<file path="src/rtl/spi_slave_transmitter_if.sv">
// Bus bundle between an SD-style SPI command core and its MISO transmitter.
// The slave modport is the transmitter side; the master modport drives requests and SCK/CS.
interface spi_slave_transmitter_if #(
    parameter int SIZE_W = 12
);
    logic              io_SpiClk;
    logic              io_CS;
    logic              io_DO;
    logic              io_RespValid;
    logic [39:0]       io_RespData;
    logic              io_RespLong;
    logic              io_DataStart;
    logic [SIZE_W-1:0] io_DataBlockSize;
    logic              io_DataReq;
    logic [7:0]        io_DataByte;
    logic              io_Busy;
    logic              io_Done;

    modport slave (
        input  io_SpiClk,
        input  io_CS,
        input  io_RespValid,
        input  io_RespData,
        input  io_RespLong,
        input  io_DataStart,
        input  io_DataBlockSize,
        input  io_DataByte,
        output io_DO,
        output io_DataReq,
        output io_Busy,
        output io_Done
    );

    modport master (
        output io_SpiClk,
        output io_CS,
        output io_RespValid,
        output io_RespData,
        output io_RespLong,
        output io_DataStart,
        output io_DataBlockSize,
        output io_DataByte,
        input  io_DO,
        input  io_DataReq,
        input  io_Busy,
        input  io_Done
    );
endinterface

</file>
<file path="src/rtl/spi_slave_transmitter.sv">
// SPI MISO transmitter: R1/R3/R7 responses, then an optional data block framed by a 0xFE token
// and a CRC-CCITT trailer. SCK is oversampled; each detected falling edge advances one bit.
module spi_slave_transmitter #(
    parameter int SIZE_W = 12
) (
    input logic                    clock,
    input logic                    reset,
    spi_slave_transmitter_if.slave io
);

    typedef enum logic [2:0] {
        IDLE,
        RESP,
        TOKEN,
        DATA,
        CRC
    } state_t;

    state_t            state, state_n;
    logic              sck_prev;
    logic              sck_fall;
    logic [7:0]        shift, shift_n;
    logic [2:0]        bit_cnt, bit_cnt_n;
    logic [2:0]        byte_idx, byte_idx_n;
    logic [SIZE_W-1:0] byte_cnt, byte_cnt_n;
    logic [SIZE_W-1:0] last_idx, last_idx_n;
    logic [39:0]       resp_data, resp_data_n;
    logic              resp_long, resp_long_n;
    logic              pending, pending_n;
    logic [15:0]       crc, crc_n, crc_step;
    logic [7:0]        next_byte, next_byte_n;
    logic              req, req_n, req_d;
    logic              done, done_n;

    function automatic logic [7:0] resp_byte(input logic [39:0] d, input logic [2:0] i);
        case (i)
            3'd0:    return d[39:32];
            3'd1:    return d[31:24];
            3'd2:    return d[23:16];
            3'd3:    return d[15:8];
            default: return d[7:0];
        endcase
    endfunction

    assign sck_fall = sck_prev & ~io.io_SpiClk;

    // CRC advances with the payload bit that the current falling edge retires.
    always_comb begin
        crc_step = {crc[14:0], 1'b0};
        if (crc[15] ^ shift[7]) crc_step = crc_step ^ 16'h1021;
    end

    always_comb begin
        state_n     = state;
        shift_n     = shift;
        bit_cnt_n   = bit_cnt;
        byte_idx_n  = byte_idx;
        byte_cnt_n  = byte_cnt;
        last_idx_n  = last_idx;
        resp_data_n = resp_data;
        resp_long_n = resp_long;
        pending_n   = pending;
        crc_n       = crc;
        next_byte_n = req_d ? io.io_DataByte : next_byte;
        req_n       = 1'b0;
        done_n      = 1'b0;

        if (state == IDLE) begin
            if (!io.io_CS && (io.io_RespValid || io.io_DataStart)) begin
                resp_data_n = io.io_RespData;
                resp_long_n = io.io_RespLong;
                last_idx_n  = (io.io_DataBlockSize == '0) ? '0 : io.io_DataBlockSize - 1'b1;
                bit_cnt_n   = '0;
                byte_idx_n  = '0;
                byte_cnt_n  = '0;
                if (io.io_RespValid) begin
                    state_n   = RESP;
                    shift_n   = io.io_RespData[39:32];
                    pending_n = io.io_DataStart;
                end else begin
                    state_n   = TOKEN;
                    shift_n   = 8'hFE;
                    crc_n     = '0;
                    pending_n = 1'b0;
                end
            end
        end else if (io.io_CS) begin
            state_n    = IDLE;
            pending_n  = 1'b0;
            bit_cnt_n  = '0;
            byte_idx_n = '0;
            byte_cnt_n = '0;
        end else if (sck_fall) begin
            if (state == DATA) crc_n = crc_step;

            if (bit_cnt != 3'd7) begin
                shift_n   = {shift[6:0], 1'b1};
                bit_cnt_n = bit_cnt + 3'd1;
                // Fetch the following payload byte a full byte-time ahead of its use.
                if (bit_cnt == 3'd0 &&
                    (state == TOKEN || (state == DATA && byte_cnt != last_idx)))
                    req_n = 1'b1;
            end else begin
                bit_cnt_n = '0;
                case (state)
                    RESP: begin
                        if (resp_long && byte_idx != 3'd4) begin
                            byte_idx_n = byte_idx + 3'd1;
                            shift_n    = resp_byte(resp_data, byte_idx + 3'd1);
                        end else if (pending) begin
                            state_n    = TOKEN;
                            shift_n    = 8'hFE;
                            crc_n      = '0;
                            pending_n  = 1'b0;
                            byte_idx_n = '0;
                        end else begin
                            state_n    = IDLE;
                            done_n     = 1'b1;
                            byte_idx_n = '0;
                        end
                    end
                    TOKEN: begin
                        state_n    = DATA;
                        shift_n    = next_byte;
                        byte_cnt_n = '0;
                    end
                    DATA: begin
                        if (byte_cnt == last_idx) begin
                            state_n    = CRC;
                            shift_n    = crc_step[15:8];
                            byte_idx_n = '0;
                        end else begin
                            byte_cnt_n = byte_cnt + 1'b1;
                            shift_n    = next_byte;
                        end
                    end
                    CRC: begin
                        if (byte_idx == 3'd0) begin
                            byte_idx_n = 3'd1;
                            shift_n    = crc[7:0];
                        end else begin
                            state_n    = IDLE;
                            done_n     = 1'b1;
                            byte_idx_n = '0;
                            byte_cnt_n = '0;
                        end
                    end
                    default: state_n = IDLE;
                endcase
            end
        end
    end

    always_ff @(posedge clock) begin
        if (reset) begin
            state     <= IDLE;
            sck_prev  <= 1'b0;
            shift     <= '1;
            bit_cnt   <= '0;
            byte_idx  <= '0;
            byte_cnt  <= '0;
            last_idx  <= '0;
            resp_data <= '0;
            resp_long <= 1'b0;
            pending   <= 1'b0;
            crc       <= '0;
            next_byte <= '0;
            req       <= 1'b0;
            req_d     <= 1'b0;
            done      <= 1'b0;
        end else begin
            state     <= state_n;
            sck_prev  <= io.io_SpiClk;
            shift     <= shift_n;
            bit_cnt   <= bit_cnt_n;
            byte_idx  <= byte_idx_n;
            byte_cnt  <= byte_cnt_n;
            last_idx  <= last_idx_n;
            resp_data <= resp_data_n;
            resp_long <= resp_long_n;
            pending   <= pending_n;
            crc       <= crc_n;
            next_byte <= next_byte_n;
            req       <= req_n;
            req_d     <= req;
            done      <= done_n;
        end
    end

    assign io.io_DO      = (state == IDLE || io.io_CS) ? 1'b1 : shift[7];
    assign io.io_Busy    = (state != IDLE);
    assign io.io_Done    = done;
    assign io.io_DataReq = req;

endmodule

</file>
<file path="src/flat_wrapper.sv">
// flat-port wrapper written by rule: the top's interface ports become plain ports
module spi_slave_transmitter_flat 
#(
    parameter int SIZE_W = 12
)
  (clock, reset, io_io_SpiClk, io_io_CS, io_io_RespValid, io_io_RespData, io_io_RespLong, io_io_DataStart, io_io_DataBlockSize, io_io_DataByte, io_io_DO, io_io_DataReq, io_io_Busy, io_io_Done);
  spi_slave_transmitter_if #(.SIZE_W(SIZE_W)) io_i ();
  input logic clock;
  input logic reset;
  input wire logic [$bits(io_i.io_SpiClk)-1:0] io_io_SpiClk;
  input wire logic [$bits(io_i.io_CS)-1:0] io_io_CS;
  input wire logic [$bits(io_i.io_RespValid)-1:0] io_io_RespValid;
  input wire logic [$bits(io_i.io_RespData)-1:0] io_io_RespData;
  input wire logic [$bits(io_i.io_RespLong)-1:0] io_io_RespLong;
  input wire logic [$bits(io_i.io_DataStart)-1:0] io_io_DataStart;
  input wire logic [$bits(io_i.io_DataBlockSize)-1:0] io_io_DataBlockSize;
  input wire logic [$bits(io_i.io_DataByte)-1:0] io_io_DataByte;
  output wire logic [$bits(io_i.io_DO)-1:0] io_io_DO;
  output wire logic [$bits(io_i.io_DataReq)-1:0] io_io_DataReq;
  output wire logic [$bits(io_i.io_Busy)-1:0] io_io_Busy;
  output wire logic [$bits(io_i.io_Done)-1:0] io_io_Done;
  assign io_i.io_SpiClk = io_io_SpiClk;
  assign io_i.io_CS = io_io_CS;
  assign io_i.io_RespValid = io_io_RespValid;
  assign io_i.io_RespData = io_io_RespData;
  assign io_i.io_RespLong = io_io_RespLong;
  assign io_i.io_DataStart = io_io_DataStart;
  assign io_i.io_DataBlockSize = io_io_DataBlockSize;
  assign io_i.io_DataByte = io_io_DataByte;
  assign io_io_DO = io_i.io_DO;
  assign io_io_DataReq = io_i.io_DataReq;
  assign io_io_Busy = io_i.io_Busy;
  assign io_io_Done = io_i.io_Done;
  spi_slave_transmitter #(.SIZE_W(SIZE_W)) u_core (.clock(clock), .reset(reset), .io(io_i));
endmodule
</file>
<file path="config.mk">
export PLATFORM = sky130hd
export DESIGN_NAME = spi_slave_transmitter_flat
export DESIGN_NICKNAME = d
export VERILOG_FILES = /design/src/rtl/spi_slave_transmitter_if.sv /design/src/rtl/spi_slave_transmitter.sv /design/src/flat_wrapper.sv
export SDC_FILE = /design/constraint.sdc
export NUM_CORES = 1
export LEC_CHECK = 0
export BUFFER_PORTS_ARGS = -buffer_cell sky130_fd_sc_hd__buf_2
export CAP_MARGIN = 10
export CORE_MARGIN = 2
export CORE_UTILIZATION = 35
export CTS_BUF_LIST = sky130_fd_sc_hd__clkbuf_2 sky130_fd_sc_hd__clkbuf_4 sky130_fd_sc_hd__clkbuf_8
export CTS_CLUSTER_SIZE = 24
export DETAILED_ROUTE_END_ITERATION = 7
export PLACE_DENSITY = 0.61
export SETUP_SLACK_MARGIN = 0.2
export SLEW_MARGIN = 20
export SYNTH_ARGS = -nofsm -noshare
export SYNTH_HDL_FRONTEND = slang
export SYNTH_SLANG_ARGS = --single-unit
</file>
<file path="constraint.sdc">
create_clock -name clock -period 3.4 [get_ports clock]
set_input_delay 0.34 -clock clock [delete_from_list [all_inputs] [get_ports clock]]
set_output_delay 0.34 -clock clock [all_outputs]
set_load 0.05 [all_outputs]
</file>
# Word level (Yosys, flattened, before mapping)
# Index checks and enable logic that the tools add are counted.
# word_totals
regBits	111
inputBits	67
out_inout_bits	4
elab_cells	147
# op_classes
n_addsub	4
n_eq_ne	22
n_mux	70
bitwise	6
n_reduce_logical	30
# ops
operator	n
$mux 16	10
$mux 12	8
$mux 8	10
$pmux 8 s4	2
$mux 3	19
$pmux 12 s3	1
$reduce_and 6->1	3
$ne 4x4->1 const B	4
$mux 1	14
$mux 13	1
$add 12x1->12 const B	1
$eq 12x12->1	1
$eq 3x2->1 const B	4
$logic_not 12->1	1
$logic_not 3->1	4
$ne 12x12->1	1
$ne 3x3->1 const B	4
$pmux 3 s4	1
$sub 12x1->12 const B	1
$reduce_and 5->1	2
$reduce_bool 5->1	2
$reduce_or 5->1	2
$pmux 3 s3	1
$reduce_bool 3->1	3
20 further kinds	32

# Logic depth before layout (Yosys ltp)
# Gate-level depths: netlist (run 1).
# depth
depth_word	10
mapped_depth	10
ltp_nobuf	8

# Least setup slack after synthesis (run 1)
# No wires, ideal clock.
# synth_path
path_type	reg2reg
startpoint	register u_core.byte_idx[0]
endpoint	register u_core.shift[1]
setup_time_ns	0.132
arrival_time_ns	2.277
t_required_ns	3.268
setup_slack_ns	0.991
stages_incl_launch_ff	10
n_path_buf	1
period_less_slack_ns	2.409
path_cell_list	dfxtp_1 -> inv_1 -> ha_1 -> a21boi_0 -> or4_1 -> o2111ai_1 -> clkbuf_1 -> nor3_1 -> a211oi_1 -> o41ai_1
# synth_between
elab_chain_cells	9
elab_cells_between_ends	18
cone_classes	1 x add/sub; 6 x eq/ne; 7 x mux; 4 x reduce/logical
# synth_lines
element	line_no	rtl
start: declaration	spi_slave_transmitter.sv:24	logic [2:0] byte_idx, byte_idx_n;
start signal: assignment	spi_slave_transmitter.sv:176	byte_idx <= byte_idx_n;
$add 3x1->3	spi_slave_transmitter.sv:109	shift_n = resp_byte(resp_data, byte_idx + 3'd1);
$eq 3x2->1, or another cell as far along	spi_slave_transmitter.sv:36	case (i)
$pmux 8 s4	spi_slave_transmitter.sv:36	
$mux 8	spi_slave_transmitter.sv:107	if (resp_long && byte_idx != 3'd4) begin
$pmux 8 s4	spi_slave_transmitter.sv:105	case (state)
$mux 8	spi_slave_transmitter.sv:96	if (bit_cnt != 3'd7) begin
$mux 8	spi_slave_transmitter.sv:93	end else if (sck_fall) begin
$mux 8	spi_slave_transmitter.sv:87	end else if (io.io_CS) begin
$mux 8	spi_slave_transmitter.sv:68	if (state == IDLE) begin
end signal: assignment	spi_slave_transmitter.sv:174	shift <= shift_n;
end: declaration	spi_slave_transmitter.sv:22	logic [7:0] shift, shift_n;
# Parallel ways exist; a longest one is shown, timed or not. The select of a mux whose other input is x is not followed.
# A chain may end at the register's enable or synchronous reset.

# Worst setup path in the final report (run 1)
# layout_path
startpoint	register u_core.bit_cnt[1]
endpoint	register u_core.state[1]
# layout_between
elab_chain_cells	3
# layout_lines
element	line_no	rtl
start: declaration	spi_slave_transmitter.sv:23	logic [2:0] bit_cnt, bit_cnt_n;
start signal: assignment	spi_slave_transmitter.sv:175	bit_cnt <= bit_cnt_n;
$ne 3x3->1	spi_slave_transmitter.sv:96	
$ne 3x3->1 (no source line)	n/a	
$reduce_and 6->1 (no source line)	n/a	
end signal: assignment	spi_slave_transmitter.sv:172	state <= state_n;
end: declaration	spi_slave_transmitter.sv:19	state_t state, state_n;
# Every way passes these cells.

==> flow_summary.json, run 1 <==
{
  "run_status": "finished clean",
  "timing.critical_path.max_delay_family": "compound AO/OA/AOI/OAI gates",
  "cts_hold_buffers": 0,
  "portBuffers": 70,
  "utilization_after_layout_pct": 40.71,
  "cellPowerDensity_nw_per_um2": 616.0,
  "critical_path.max_fanout": 11,
  "layout-drive-gt1-share_pct": 15.29,
  "timing.final.hold_violations": 0,
  "final_min_period_over_clock_period_pct": 78.89,
  "critical_path.reg2reg.startpoint": "u_core.bit_cnt[1]",
  "number_of_cells_produced_by_synthesis": 676,
  "grt_overflow": 0,
  "synthesis.area_um2": 5502,
  "synthesis.nets": 753,
  "synth-edff-count": 0,
  "worst-path-stages": 7,
  "critPathLaunchType": "register",
  "synthTopCellsByCount": "111 x sky130_fd_sc_hd__dfxtp_1, 98 x sky130_fd_sc_hd__nand2_1, 73 x sky130_fd_sc_hd__a21oi_1",
  "dp_slack_ns": 0.7651,
  "r2r.worst_path.cells": 7,
  "critPathMaxStageDelay_ns": 0.41,
  "numCtsBuffers": 9,
  "async_flop_share_pct": 0,
  "least_margin_pin_slew_ns": 0.8594,
  "gp_routability_congestion": 0.8451,
  "timing.rr.end": "u_core.state[1]",
  "hpwl_um": 10660,
  "postSynthRegisterBits": 111,
  "route.detailed.drc": 0,
  "critical_path_s_slowest_cell": "sky130_fd_sc_hd__ha_1",
  "postPlaceCellArea_um2": 6027,
  "yosysWarnings": 0,
  "core_area_um2": 15260,
  "path_class": "register to register",
  "initial_cell_density_of_the_core_pct": 36.06,
  "timing.critical_path.cells": "ha_1 > ha_1 > clkinv_1 > a31o_2 > a221oi_1 > o21ai_1 > o41ai_1",
  "h-tree-depth": 3,
  "grt_pass1_wl_um": 23590,
  "clk_latency_ns": 0.40,
  "setup_repair_after_global_routing_missed_its_margin": "false",
  "first_pass_iters": 5,
  "grtUsageTotal_pct": 17.99,
  "worst_ir_drop_vdd_uv": 271.8,
  "crit_path_start": "u_core.bit_cnt[1]",
  "floorplan.die.height_um": 129.4,
  "cts_resized": 0,
  "cp_data_arrival_time_ns": 2.98,
  "synth_top_cells_by_area": "sky130_fd_sc_hd__dfxtp_1 40%, sky130_fd_sc_hd__nand2_1 6.7%, sky130_fd_sc_hd__a21oi_1 6.6%, sky130_fd_sc_hd__mux2i_1 5.3%, sky130_fd_sc_hd__nor2_1 4.8%",
  "holdCritPathClass": "primary input to register",
  "detail_route.vias_per_cell": 5.251,
  "stdcell_area_um2": 6211,
  "post-synth-top-count-cell": "sky130_fd_sc_hd__dfxtp_1",
  "placementRows": 45,
  "antenna-diode-count": 0,
  "post-route-min-period_ns": 2.682,
  "grt_max_degree": 44,
  "clock_tree_from_tritoncts": "built",
  "endpoint": "u_core.state[1]",
  "avgSynthCellArea_um2": 8.138,
  "worstPathRequired_ns": 3.70,
  "full_die_area_um2": 16740,
  "number_of_buffer_and_inverter_stages_on_the_critical_path": 1,
  "fmax_ghz": 0.3728,
  "post_synth_num_cell_types": 52,
  "power_w": 0.003826,
  "synth_seq_area_share_pct": 40.39,
  "yosys_most_used_dff": "sky130_fd_sc_hd__dfxtp_1",
  "synth_top_area_share_pct": 40.39,
  "timing.critical_path.to_type": "register",
  "route.vias.total": 4920,
  "max_cap_viol_count": 0,
  "setup_viol": 0,
  "power.leakage_nw": 2.261,
  "fin_worst_skew_ns": 0.01577,
  "cts_root_buffer": "sky130_fd_sc_hd__clkbuf_8",
  "cts_sinks": 111,
  "max-clock-path-buffers": 2,
  "cell_taking_the_most_area_after_synthesis": "sky130_fd_sc_hd__dfxtp_1",
  "final_antenna_net_count": 0,
  "boundaryPins": 71,
  "fin_ws_ns": 0.7178,
  "drt-initial-drc-count": 324,
  "clkSlewWorstSetupHoldPaths_ns": 0.11,
  "totalWireLength_um": 14580,
  "fin_nets": 798,
  "route.detailed.wl_per_inst_um": 15.56,
  "antenna_found_initial": 0,
  "final_max_slew_viol_count": 0,
  "r2r_slack_ns": 0.72,
  "timing.max_slew.rel_slack_pct": 42.71,
  "via_count_of_the_first_global_routing_pass": 4421,
  "area_growth_from_synthesis_to_final_layout_pct": 12.90,
  "cts_post_setup_buffers_inserted": 0,
  "setup_tns_ns": 0,
  "die_w_um": 129.4,
  "most_common_cell_on_crit_path": "sky130_fd_sc_hd__ha_1"
}
power breakdown:
group | switching [W] | leakage [nW] | internal (W)
Combinational | 0.000926 | 1.26 | 0.000499
Clock | 0.000474 | 0.0942 | 0.000302
Sequential | 0.000158 | 0.904 | 0.00147
Total | 0.00156 | 2.26 | 0.00227
worst min-delay path: stages:
cell and delay (ns):
sky130_fd_sc_hd__buf_2 0.10, sky130_fd_sc_hd__nand2_1 0.04, sky130_fd_sc_hd__a21oi_1 0.05
stage by stage:
| step | hold slack [ns] | instances |
|---|---|---|
| final | 0.1629 | 937 |
| after global routing | 0.1625 | 937 |
| after CTS | 0.1475 | 937 |
| after detailed placement | 0.4502 | 921 |
| after global placement | 0.4438 | 921 |
| after floorplan | 0.4360 | 676 |
worst min-delay path by stage:
stage,cells after the start,slack (ns),start,end
3_3_place_gp,2,0.44,u_core.resp_data[12],u_core.resp_data[12]
2_1_floorplan,2,0.44,u_core.resp_data[17],u_core.resp_data[17]
4_1_cts,3,0.15,io_io_RespData[17],u_core.resp_data[17]
6_report,3,0.16,io_io_RespData[17],u_core.resp_data[17]
5_1_grt,3,0.16,io_io_RespData[22],u_core.resp_data[22]
3_5_place_dp,2,0.45,u_core.resp_data[14],u_core.resp_data[14]
layout by cell type, fill, tap and decap left out, types with 5 or more instances in the layout:
cell / instances
sky130_fd_sc_hd__nor4_1: 6
sky130_fd_sc_hd__ha_1: 10
sky130_fd_sc_hd__mux2i_1: 29
sky130_fd_sc_hd__a21oi_1: 73
sky130_fd_sc_hd__nand4_1: 8
sky130_fd_sc_hd__buf_4: 10
sky130_fd_sc_hd__nor2b_1: 7
sky130_fd_sc_hd__a22oi_1: 29
sky130_fd_sc_hd__o21a_1: 9
sky130_fd_sc_hd__nand3_1: 12
sky130_fd_sc_hd__inv_1: 12
sky130_fd_sc_hd__o21ai_0: 9
sky130_fd_sc_hd__nor3_1: 17
sky130_fd_sc_hd__dfxtp_1: 111
sky130_fd_sc_hd__clkbuf_8: 10
sky130_fd_sc_hd__a211oi_1: 18
sky130_fd_sc_hd__o41ai_1: 7
sky130_fd_sc_hd__nand2b_1: 6
sky130_fd_sc_hd__or4_1: 5
sky130_fd_sc_hd__a221oi_1: 8
sky130_fd_sc_hd__nand2_1: 98
sky130_fd_sc_hd__xor2_1: 14
sky130_fd_sc_hd__buf_2: 70
sky130_fd_sc_hd__or3_1: 7
sky130_fd_sc_hd__xnor2_1: 14
sky130_fd_sc_hd__nor2_1: 70
area by class of cell:
| type | count | area (um^2) |
|---|---|---|
| Inverter | 14 | 52.55 |
| Clock inverter | 5 | 38.79 |
| Multi-Input combinational cell | 505 | 3063 |
| Fill cell | 1604 | 9047 |
| Sequential cell | 111 | 2222 |
| Tap cell | 211 | 264.0 |
| Clock buffer | 11 | 145.1 |
| Timing Repair Buffer | 80 | 425.4 |
registers in the layout, summed over array words and instances (netlist names):
name                  flops
u_core.state              3
u_core.last_idx          12
u_core.shift              8
u_core.crc               16
u_core.resp_long          1
u_core.bit_cnt            3
u_core.next_byte          8
u_core.byte_idx           3
u_core.req_d              1
u_core.io.io_Done         1
u_core.sck_prev           1
u_core.resp_data         40
u_core.pending            1
u_core.byte_cnt          12
u_core.io.io_DataReq      1
logic make-up (layout without fill, tap and decap cells):
family                   after synthesis  after routing  share of synthesized area, %
AO/OA/AOI/OAI                        178            178                         21.26
AND/OR/NAND/NOR                      259            259                         22.02
XOR/XNOR                              28             28                         4.458
adder cells (fa/ha/maj)               10             10                         2.274
buffers and inverters                 60            110                         4.116
multiplexers                          30             30                         5.481
flip-flops                           111            111                         40.39
routing by layer:
layer	track usage, %	up-vias	routed length (um)
met2	27.37	96	6628
met4	6.586	0	255
met5	0	-	0
met3	2.890	15	535
li1	-	2508	-
met1	25.70	2301	7159
(Power assumes the default switching activity.)
==> inputs of run 2 (changes only) <==
==> constraint.sdc (replaced) <==
create_clock -name clock -period 2.6 [get_ports clock]
set_input_delay 0.26 -clock clock [delete_from_list [all_inputs] [get_ports clock]]
set_output_delay 0.26 -clock clock [all_outputs]
set_load 0.05 [all_outputs]
==> flow_summary.json, run 2 (synthesized netlist as in run 1, its figures left out) <==
{
  "run_status": "finished clean",
  "timing.final.hold_violations": 0,
  "boundaryPins": 71,
  "final_antenna_net_count": 0,
  "grt_max_degree": 44,
  "layout-drive-gt1-share_pct": 18.41,
  "full_die_area_um2": 16740,
  "clkSlewWorstSetupHoldPaths_ns": 0.12,
  "fin_worst_skew_ns": 0.01777,
  "timing.critical_path.to_type": "register",
  "totalWireLength_um": 14610,
  "portBuffers": 70,
  "path_class": "register to register",
  "critical_path.max_fanout": 4,
  "final_min_period_over_clock_period_pct": 86.54,
  "drt-initial-drc-count": 363,
  "grtUsageTotal_pct": 17.54,
  "critPathLaunchType": "register",
  "route.detailed.drc": 0,
  "holdCritPathClass": "primary input to register",
  "clock_tree_from_tritoncts": "built",
  "grt_pass1_wl_um": 23200,
  "post-route-min-period_ns": 2.250,
  "area_growth_from_synthesis_to_final_layout_pct": 17.17,
  "fin_nets": 816,
  "setup_tns_ns": 0,
  "most-common-layout-cells": "108 x sky130_fd_sc_hd__dfxtp_1, 98 x sky130_fd_sc_hd__nand2_1, 73 x sky130_fd_sc_hd__a21oi_1, 70 x sky130_fd_sc_hd__buf_2, 69 x sky130_fd_sc_hd__nor2_1",
  "cts_hold_buffers": 0,
  "first_pass_iters": 5,
  "timing.rr.end": "u_core.state[1]",
  "floorplan.die.height_um": 129.4,
  "critical_path.reg2reg.startpoint": "u_core.byte_cnt[9]",
  "r2r.worst_path.cells": 6,
  "largestRegisters": "u_core.resp_data: 40 flops, u_core.crc: 16 flops",
  "antenna_found_initial": 0,
  "final_max_slew_viol_count": 0,
  "grt_overflow": 0,
  "timing.max_slew.rel_slack_pct": 54.12,
  "cts_sinks": 111,
  "r2r_slack_ns": 0.35,
  "h-tree-depth": 3,
  "max-clock-path-buffers": 2,
  "fin_hold_ws_ns": 0.08569,
  "route.detailed.wl_per_inst_um": 15.30,
  "max_cap_viol_count": 0,
  "gp_routability_congestion": 0.8937,
  "setup_viol": 0,
  "largest_register_ffs": 40,
  "critPathMaxStageDelay_ns": 0.55,
  "cellPowerDensity_nw_per_um2": 809.3,
  "hpwl_um": 10680,
  "worst_ir_drop_vdd_uv": 343.8,
  "timing.hold.worst.start": "io_io_RespData[1]",
  "crit_path_start": "u_core.byte_cnt[9]",
  "antenna-diode-count": 0,
  "power.leakage_nw": 2.381,
  "numCtsBuffers": 9,
  "detail_route.vias_per_cell": 5.263,
  "worstPathRequired_ns": 2.89,
  "power_w": 0.005217,
  "fmax_ghz": 0.4444,
  "initial_cell_density_of_the_core_pct": 36.06,
  "cts_root_buffer": "sky130_fd_sc_hd__clkbuf_8",
  "core_area_um2": 15260,
  "max_flop_register": "u_core.resp_data",
  "critical_path_s_slowest_cell": "sky130_fd_sc_hd__or4_1",
  "endpoint": "u_core.state[1]",
  "clk_latency_ns": 0.39,
  "timing.critical_path.cells": "xor2_1 > or4_1 > nor3_1 > buf_4 > o21ai_1 > o41ai_1",
  "die_w_um": 129.4,
  "final_common_cell": "sky130_fd_sc_hd__dfxtp_1",
  "least_margin_pin_slew_ns": 0.6881,
  "via_count_of_the_first_global_routing_pass": 4489,
  "route.vias.total": 5026,
  "cp_data_arrival_time_ns": 2.54,
  "setup_repair_after_global_routing_missed_its_margin": "false",
  "placementRows": 45
}
## run 2: cell types whose count changed in the layout (fill, tap and decap cells not counted), moves of 2 or more
cell                       change
sky130_fd_sc_hd__inv_8         +2
sky130_fd_sc_hd__dfxtp_1       -3
sky130_fd_sc_hd__clkinv_4      +2
sky130_fd_sc_hd__dfxtp_2       +3
sky130_fd_sc_hd__buf_12        +2
sky130_fd_sc_hd__buf_4        +15
## run 2: worst min path at each step
stage | depth (start not counted) | slack [ns] | end
floorplan | 1 | 0.39 | u_core.sck_prev
finish | 3 | 0.09 | u_core.resp_data[1]
global placement | 2 | 0.44 | u_core.resp_data[19]
CTS | 3 | 0.07 | u_core.resp_data[26]
global route | 3 | 0.07 | u_core.resp_data[26]
detailed placement | 2 | 0.45 | u_core.resp_data[35]
## run 2: critical path: cells and delay by family (launching register included)
family | cells | cell delay (ns)
AND/OR/NAND/NOR | 2 | 0.95
AO/OA/AOI/OAI | 2 | 0.44
flip-flops | 1 | 0.36
buffers and inverters | 1 | 0.22
XOR/XNOR | 1 | 0.17
## run 2: routing by layer
metal | global-route usage (%) | vias up | share of wire [%]
met1 | 24.50 | 2340 | 47
li1 | - | 2536 | -
met5 | 0 | - | 0
met4 | 4.795 | 0 | 1.2
met3 | 2.849 | 15 | 4.5
met2 | 28.11 | 135 | 47
## run 2: through the flow
stage | setup WS, ns | area [um^2] | std cells | util (%)
2_1_floorplan | 0.2770 | 5503 | 676 | -
3_3_place_gp | 0.2753 | 6172 | 937 | 40.45
3_5_place_dp | 0.2576 | 6172 | 937 | 40.45
4_1_cts | 0.2064 | 6370 | 953 | 41.75
5_1_grt | 0.2154 | 6446 | 955 | 42.25
6_report | 0.3499 | 6446 | 955 | 42.25
## run 2: cell type report
cell class,instances,area (um^2)
Multi-Input combinational cell,505,3103
Tap cell,211,264.0
Inverter,14,52.55
Fill cell,1539,8812
Clock inverter,7,73.82
Timing Repair Buffer,98,603.1
Sequential cell,111,2226
Clock buffer,9,123.9
## run 2: power by group
group          switching [W]  leakage (nW)  total [W]  internal [W]
Clock               0.000665         0.101    0.00105      0.000381
Combinational        0.00129          1.37    0.00207      0.000775
Sequential          0.000182         0.905    0.00210       0.00192
## run 2: timing repair
item                       4_1_cts  5_1_grt
buffers inserted                 0        1
setup endpoints to repair        0       47
resized for setup                0       12
==> inputs of run 3 (changes only) <==
--- a/config.mk
+++ b/config.mk
@@ -13,6 +13,7 @@
 export CTS_CLUSTER_SIZE = 24
 export DETAILED_ROUTE_END_ITERATION = 7
 export PLACE_DENSITY = 0.61
+export REMOVE_ABC_BUFFERS = 1
 export SETUP_SLACK_MARGIN = 0.2
 export SLEW_MARGIN = 20
 export SYNTH_ARGS = -nofsm -noshare
==> flow_summary.json, run 3 (synthesized netlist as in run 1, its figures left out) <==
{
  "run_status": "finished clean",
  "fmax_ghz": 0.4391,
  "nFillCells": 1593,
  "fin_worst_skew_ns": 0.02403,
  "clkSlewWorstSetupHoldPaths_ns": 0.12,
  "dp_cells": 939,
  "fin_nets": 822,
  "power.leakage_nw": 2.411,
  "full_die_area_um2": 16740,
  "most-common-layout-cells": "106 x sky130_fd_sc_hd__dfxtp_1, 98 x sky130_fd_sc_hd__nand2_1, 73 x sky130_fd_sc_hd__a21oi_1, 70 x sky130_fd_sc_hd__buf_2, 68 x sky130_fd_sc_hd__nor2_1",
  "hpwl_um": 10360,
  "ff_latch_area_um2": 2231,
  "stdcell_area_um2": 6514,
  "initial_cell_density_of_the_core_pct": 36.06,
  "timing.rr.end": "u_core.byte_cnt[5]",
  "grt_max_degree": 54,
  "critPathLaunchType": "register",
  "power_w": 0.005350,
  "r2r.worst_path.cells": 7,
  "route.detailed.wl_per_inst_um": 15.14,
  "timing.critical_path.to_type": "register",
  "crit_path_start": "u_core.state[0]",
  "clk_latency_ns": 0.40,
  "postPlaceCellArea_um2": 6175,
  "critical_path.max_fanout": 9,
  "grtUsageTotal_pct": 17.70,
  "core_area_um2": 15260,
  "setup_tns_ns": 0,
  "layout-drive-gt1-share_pct": 20.00,
  "hold_depth": 3,
  "max-clock-path-buffers": 2,
  "worstPathRequired_ns": 2.91,
  "gp_routability_congestion": 0.8603,
  "least_margin_pin_slew_ns": 0.8248,
  "path_class": "register to register",
  "largest_register_ffs": 40,
  "setup_viol": 0,
  "placementRows": 45,
  "cts_sinks": 111,
  "max_flop_register": "u_core.resp_data",
  "portBuffers": 70,
  "route.detailed.drc": 0,
  "die_w_um": 129.4,
  "first_pass_iters": 5,
  "final_cell_count_no_fill": 961,
  "cts_root_buffer": "sky130_fd_sc_hd__clkbuf_8",
  "r2r_slack_ns": 0.32,
  "numCtsBuffers": 9,
  "detail_route.vias_per_cell": 5.195,
  "route.vias.total": 4992,
  "worst_ir_drop_vdd_uv": 407.7,
  "antenna-diode-count": 0,
  "cellPowerDensity_nw_per_um2": 821.3,
  "final_antenna_net_count": 0,
  "antenna_found_initial": 0,
  "via_count_of_the_first_global_routing_pass": 4678,
  "boundaryPins": 71,
  "final_min_period_over_clock_period_pct": 87.58,
  "clock_tree_from_tritoncts": "built",
  "holdCritPathClass": "primary input to register",
  "drt-initial-drc-count": 363,
  "final_max_slew_viol_count": 0,
  "timing.final.hold_violations": 0,
  "timing.max_slew.rel_slack_pct": 44.44,
  "h-tree-depth": 3,
  "area_growth_from_synthesis_to_final_layout_pct": 18.40,
  "final_common_cell": "sky130_fd_sc_hd__dfxtp_1",
  "largestRegisters": "u_core.resp_data: 40 flops, u_core.crc: 16 flops",
  "floorplan.die.height_um": 129.4,
  "max_cap_viol_count": 0,
  "multi_input_area_um2": 3127,
  "utilization_after_layout_pct": 42.69,
  "totalWireLength_um": 14550,
  "critical_path.reg2reg.startpoint": "u_core.state[0]",
  "setup_repair_after_global_routing_missed_its_margin": "true",
  "post-route-min-period_ns": 2.277,
  "grt_overflow": 0,
  "grt_pass1_wl_um": 23480,
  "cp_data_arrival_time_ns": 2.59,
  "endpoint": "u_core.byte_cnt[5]"
}
run 3: routing by layer:
layer  vias to the layer above  global-route usage [%]  routed length (um)
li1                       2554                       -                   -
met4                         0                   7.801                 310
met2                       119                   26.50                6288
met3                        20                   2.395                 739
met1                      2299                   25.39                7211
met5                         -                       0                   0
run 3: critical path, stage by stage (launching register included):
cell	delay (ns)
sky130_fd_sc_hd__dfxtp_4	0.40
sky130_fd_sc_hd__nor3_4	0.20
sky130_fd_sc_hd__inv_2	0.11
sky130_fd_sc_hd__or3_4	0.43
sky130_fd_sc_hd__a22oi_4	0.34
sky130_fd_sc_hd__nand2_4	0.10
sky130_fd_sc_hd__or4_1	0.47
sky130_fd_sc_hd__a21oi_1	0.15
run 3: final cells by class:
cell class	instances	share of cell area [%]
Timing Repair Buffer	103	9.643
Inverter	14	0.8068
Clock inverter	6	1.229
Tap cell	211	4.053
Clock buffer	10	2.017
Sequential cell	111	34.25
Multi-Input combinational cell	506	48.00
run 3: report_power, final:
part	switching, W	internal, W
Sequential	0.000171	0.00193
Clock	0.000635	0.000471
Combinational	0.00132	0.000828
run 3: worst min-delay path by stage:
stage	to	from	slack, ns
global route	u_core.resp_data[29]	io_io_RespData[29]	0.07
detailed placement	u_core.resp_data[23]	u_core.resp_data[23]	0.45
global placement	u_core.resp_data[32]	u_core.resp_data[32]	0.44
floorplan	u_core.bit_cnt[2]	reset	0.33
CTS	u_core.resp_data[22]	io_io_RespData[22]	0.06
finish	u_core.resp_data[22]	io_io_RespData[22]	0.08
run 3: timing repair:
item | in CTS | in global routing
setup endpoints to repair | 11 | 48
hold buffers | 0 | 0
cloned | 0 | 2
pin swaps | 0 | 3
gates resized for setup | 1 | 16
setup buffers | 0 | 4
run 3: through the flow:
| step | setup WS (ns) | hold slack, ns |
|---|---|---|
| floorplan | -1.155 | 0.3291 |
| global placement | 0.2125 | 0.4419 |
| detailed placement | 0.1941 | 0.4463 |
| CTS | 0.2300 | 0.06451 |
| global route | 0.2005 | 0.07163 |
| finish | 0.3229 | 0.08269 |
